$ cat src/rtl/logic_unit_pipe_pkg.sv
// rtl/logic_unit_pipe_pkg.sv - shared ALU opcode encoding for the bitwise logic unit
package logic_unit_pipe_pkg;

  localparam int LU_OP_W = 3;

  typedef enum logic [LU_OP_W-1:0] {
    LU_AND   = 3'd0,
    LU_OR    = 3'd1,
    LU_XOR   = 3'd2,
    LU_NAND  = 3'd3,
    LU_NOR   = 3'd4,
    LU_XNOR  = 3'd5,
    LU_ANDN  = 3'd6,
    LU_PASSA = 3'd7
  } lu_op_e;

endpackage

$ cat src/rtl/logic_unit_core.sv
// rtl/logic_unit_core.sv - combinational bitwise opcode mux, reusable by unregistered ALU paths
module logic_unit_core
  import logic_unit_pipe_pkg::*;
#(
  parameter int WIDTH = 4
) (
  input  logic [WIDTH-1:0]   a_i,
  input  logic [WIDTH-1:0]   b_i,
  input  logic [LU_OP_W-1:0] op_i,
  output logic [WIDTH-1:0]   result_o
);

  // Select one of eight per-bit operations; PASSA ignores B entirely
  always_comb begin
    result_o = '0;
    case (lu_op_e'(op_i))
      LU_AND:   result_o = a_i & b_i;
      LU_OR:    result_o = a_i | b_i;
      LU_XOR:   result_o = a_i ^ b_i;
      LU_NAND:  result_o = ~(a_i & b_i);
      LU_NOR:   result_o = ~(a_i | b_i);
      LU_XNOR:  result_o = ~(a_i ^ b_i);
      LU_ANDN:  result_o = a_i & ~b_i;
      LU_PASSA: result_o = a_i;
      default:  result_o = a_i;
    endcase
  end

endmodule

$ cat src/rtl/logic_unit_pipe.sv
// rtl/logic_unit_pipe.sv - registered bitwise logic unit with valid/ready handshake and accumulator
module logic_unit_pipe
  import logic_unit_pipe_pkg::*;
#(
  parameter int WIDTH  = 4,
  parameter bit ACC_EN = 1'b1
) (
  input  logic               clk,
  input  logic               rst_n,
  input  logic               in_valid,
  output logic               in_ready,
  input  logic [WIDTH-1:0]   in_a,
  input  logic [WIDTH-1:0]   in_b,
  input  logic [LU_OP_W-1:0] in_op,
  input  logic               use_acc,
  input  logic               acc_clr,
  output logic               out_valid,
  input  logic               out_ready,
  output logic [WIDTH-1:0]   out_result,
  output logic               out_zero,
  output logic               out_ones,
  output logic               out_parity,
  output logic [WIDTH-1:0]   acc_q
);

  logic             out_valid_q, out_valid_d;
  logic [WIDTH-1:0] result_q, result_d;
  logic             zero_q, zero_d;
  logic             ones_q, ones_d;
  logic             parity_q, parity_d;

  logic             accept;
  logic [WIDTH-1:0] acc_cur;
  logic [WIDTH-1:0] acc_operand;
  logic [WIDTH-1:0] b_eff;
  logic [WIDTH-1:0] core_result;

  // The slot frees up whenever it is empty or being drained this cycle
  assign in_ready = !out_valid_q || out_ready;
  assign accept   = in_valid && in_ready;

  // A clear arriving with an accept is applied before the operand is taken
  assign acc_operand = acc_clr ? '0 : acc_cur;
  assign b_eff       = (ACC_EN && use_acc) ? acc_operand : in_b;

  logic_unit_core #(
    .WIDTH (WIDTH)
  ) u_core (
    .a_i      (in_a),
    .b_i      (b_eff),
    .op_i     (in_op),
    .result_o (core_result)
  );

  // Output slot next state: load on accept, drop valid on drain, otherwise hold
  always_comb begin
    out_valid_d = out_valid_q;
    result_d    = result_q;
    zero_d      = zero_q;
    ones_d      = ones_q;
    parity_d    = parity_q;
    if (accept) begin
      out_valid_d = 1'b1;
      result_d    = core_result;
      zero_d      = ~|core_result;
      ones_d      = &core_result;
      parity_d    = ^core_result;
    end else if (out_ready) begin
      // Drained: result and flags keep their last value on purpose
      out_valid_d = 1'b0;
    end
  end

  // Output slot register
  always_ff @(posedge clk or negedge rst_n) begin
    if (!rst_n) begin
      out_valid_q <= 1'b0;
      result_q    <= '0;
      zero_q      <= 1'b0;
      ones_q      <= 1'b0;
      parity_q    <= 1'b0;
    end else begin
      out_valid_q <= out_valid_d;
      result_q    <= result_d;
      zero_q      <= zero_d;
      ones_q      <= ones_d;
      parity_q    <= parity_d;
    end
  end

  generate
    if (ACC_EN) begin : g_acc
      logic [WIDTH-1:0] acc_val_q, acc_val_d;

      // Accumulator tracks every accepted result; a lone clear zeroes it regardless of backpressure
      always_comb begin
        acc_val_d = acc_val_q;
        if (accept) begin
          acc_val_d = core_result;
        end else if (acc_clr) begin
          acc_val_d = '0;
        end
      end

      // Accumulator register
      always_ff @(posedge clk or negedge rst_n) begin
        if (!rst_n) begin
          acc_val_q <= '0;
        end else begin
          acc_val_q <= acc_val_d;
        end
      end

      assign acc_cur = acc_val_q;
    end else begin : g_no_acc
      assign acc_cur = '0;
    end
  endgenerate

  assign out_valid  = out_valid_q;
  assign out_result = result_q;
  assign out_zero   = zero_q;
  assign out_ones   = ones_q;
  assign out_parity = parity_q;
  assign acc_q      = acc_cur;

endmodule

$ cat config.mk
export PLATFORM = sky130hd
export DESIGN_NAME = logic_unit_pipe
export DESIGN_NICKNAME = d
export VERILOG_FILES = /design/src/rtl/logic_unit_pipe_pkg.sv /design/src/rtl/logic_unit_core.sv /design/src/rtl/logic_unit_pipe.sv
export SDC_FILE = /design/constraint.sdc
export NUM_CORES = 1
export LEC_CHECK = 0
export BUFFER_PORTS_ARGS = -buffer_cell sky130_fd_sc_hd__buf_2
export CAP_MARGIN = 20
export CORE_MARGIN = 4
export CORE_UTILIZATION = 35
export CTS_CLUSTER_DIAMETER = 120
export DETAILED_ROUTE_END_ITERATION = 6
export PLACE_DENSITY = 0.63
export SLEW_MARGIN = 10
export SYNTH_ARGS = -nofsm -noshare
export SYNTH_HDL_FRONTEND = slang
export SYNTH_HIERARCHICAL = 1
export SYNTH_SLANG_ARGS = --single-unit
export TNS_END_PERCENT = 100
$ cat constraint.sdc
create_clock -name clk -period 3.5 [get_ports clk]
set_input_delay 0.175 -clock clk [delete_from_list [all_inputs] [get_ports clk]]
set_output_delay 0.175 -clock clk [all_outputs]
set_load 0.05 [all_outputs]
==> metrics.txt <==
status completed; Worst Hold Class in2reg; FP Rows 20; post-synth cell types 35; routed len/inst 12.7 µm; worst endpoint required time 3.66 ns; Worst setup EP type flop; reg-to-reg endpoint out_parity; most common cell after layout, fill and taps aside buf_2; nets 180; DR vias/cell 4.93; startpoint types flop; CTS tree yes; DP HPWL 1920 µm; Slew Limit Fails 0; predominant post-synthesis flop cell dfrtp_1; fin crit share 80.8%; Slew @ Worst Pin 0.477 ns; Area Growth Syn to Fin 15.6%; post-route insts no fill 189; DR iter-0 viols 33; setup tns final 0 ns; Power Internal 301 µW; Sw Pwr 237 µW; H-tree depth 1; Longest Clk Path Bufs 2; part of the power in registers 32.9%; Reg clk slew, reported paths 0.07 ns; first-pass GRT wire length 3900 µm; Critical Path Fanout Max 4; layout cells sized above 1 37.2%; Routed Antenna Nets 0; final setup violation count 0; WL final 2400 µm; Filler cells 326; reg2reg setup slack 0.67 ns; Post-Route Utilization 43.2%; grt ovf 0; setup bufs post-CTS 0; area post-placement 1310 µm²; Worst EP arrival 2.99 ns; cell count after synthesis 118; initial antenna violation count 0; Crit Path Class reg2reg; Die W 65.6 µm; First-pass DRT Iterations 4; Finished Cell Area 1340 µm²; Syn Nets 151; total core area 3100 µm²; via count 932; Cells after DPL 185; CTS resizes 0; most frequent cells in the layout buf_2 (29), ha_1 (16), inv_1 (14); Worst-Skew Late Latency 0.27 ns; peak supply drop 0.104 mV; Net Sw Frac 44.1%; Power Total 538 µW; Clock power frac 15.8%; Final Skew 0.000668 ns; IO Port Bufs 29; top cells by area, synth dfrtp_1 (26%), ha_1 (17%), mux2_4 (9.1%), inv_1 (4.5%), mux2_2 (3.9%); Ys Warns 6; GPL Wtd Cong 0.810; Critical Path Max Stage Delay 0.38 ns; Leakage 0.706 nW; number of flops mapped to enable cells by yosys 0; Starting Density 37.4%; Synth Register Bits 12; clock sinks 12; RSZ-0062 raised after global routing no; HP Start in_valid; sequential area share after synthesis 25.9%; GRT Total Usage 11.5%; largest net degree at the start of global routing 18; die area 4300 µm²; hold depth 2; I/O pin cnt 30; antenna diode count 0; Post-synth ARST share 100%; Period minus WS final 2.83 ns; final hold violation count 0; DRC viols 0; vias in the first global route 912; Fmax achieved 354 MHz; Syn Area/Cell 9.83 µm²; Slew headroom 68.1%; Post-CTS Hold Buffers 1; post-synth top area share 25.9%; synthesized cell area 1160 µm²; Die H 65.6 µm; CTS Buf Count 3; Yosys top cell by area dfrtp_1; Combinational Power Share 51.3%; CP max-delay cell dfrtp_1; max_cap viols 0; reg-to-reg critical path startpoint acc_q[2]; critical-path cell list nor2b_1 > mux2_2 > inv_1 > ha_1 > o311ai_4 > o21ai_2 > a31oi_1 > inv_1 > ha_1 > xor2_1 > mux2_4; clk root buf clkbuf_4; Post-Place Worst Slack 0.672 ns; setup slack after layout 0.674 ns; final hold slack 0.170 ns; PD cells 401 nW/µm²; Worst Reg-to-Reg Cells 11; Hold Path Sink out_valid
-- worst max path at each step --
stage / from / endpoint / slack (ns) / cells past startpoint
after detailed placement: acc_q[2] / out_parity / 0.67 / 11
after global placement: acc_q[2] / out_parity / 0.74 / 11
final: acc_q[2] / out_parity / 0.67 / 11
after floorplan: acc_q[2] / out_parity / 0.68 / 11
after global routing: acc_q[2] / out_parity / 0.52 / 11
after CTS: acc_q[2] / out_parity / 0.65 / 11
-- cell usage after synthesis (3+ instances only) --
cell and number:
ha_1 16, inv_1 14, dfrtp_1 12, nor2_1 9, mux2_4 7, a21oi_1 6, mux2_2 4, nand2_1 4
a31oi_1 3, buf_6 3, nand4_1 3, nor2b_1 3, o21ai_1 3
-- per-layer routing --
| metal | vias to the layer above | share of wire [%] | track usage [%] |
|---|---|---|---|
| met5 | - | 0 | 0 |
| met4 | 0 | 1.0 | 4.66 |
| met3 | 4 | 6.0 | 1.54 |
| met2 | 34 | 48 | 20.6 |
| met1 | 433 | 45 | 13.6 |
| li1 | 461 | - | - |
-- flip-flops by register name, summed over array words and instances, names as in the netlist --
register	cells
out_result	4
out_zero	1
out_valid	1
out_parity	1
out_ones	1
acc_q	4
-- cell families after synthesis --
logic type,synth area share (%)
fa+ha+maj,17.3
xor+xnor,0.755
mux,14.7
compound gates,17.9
simple gates,14.0
flops,25.9
buf+inv,9.49
-- cell type report --
class                      instances  area [µm²]  share of cell area, %
multi-input combinational         85         749                   55.9
sequential                        12         300                   22.4
timing repair buffer              30         155                   11.6
inverter                          15        58.8                   4.38
tap                               44        55.1                   4.10
clock buffer                       3        22.5                   1.68
-- power groups by stage --
stage | Clock [mW] | Combinational [mW] | Sequential [mW]
after CTS | 0.0854 | 0.279 | 0.178
after floorplan | 0 | 0.126 | 0.270
after global routing | 0.0891 | 0.296 | 0.181
final | 0.0849 | 0.276 | 0.177
after global placement | 0 | 0.273 | 0.179
after detailed placement | 0 | 0.277 | 0.180
-- critical path, delay by kind of cell (launching register included) --
family	cells	cell delay (ns)
buf+inv	2	0.17
xor+xnor	1	0.14
compound gates	3	0.75
fa+ha+maj	2	0.58
flops	1	0.38
mux	2	0.54
simple gates	1	0.14
Power figures use the tool's default switching activity.
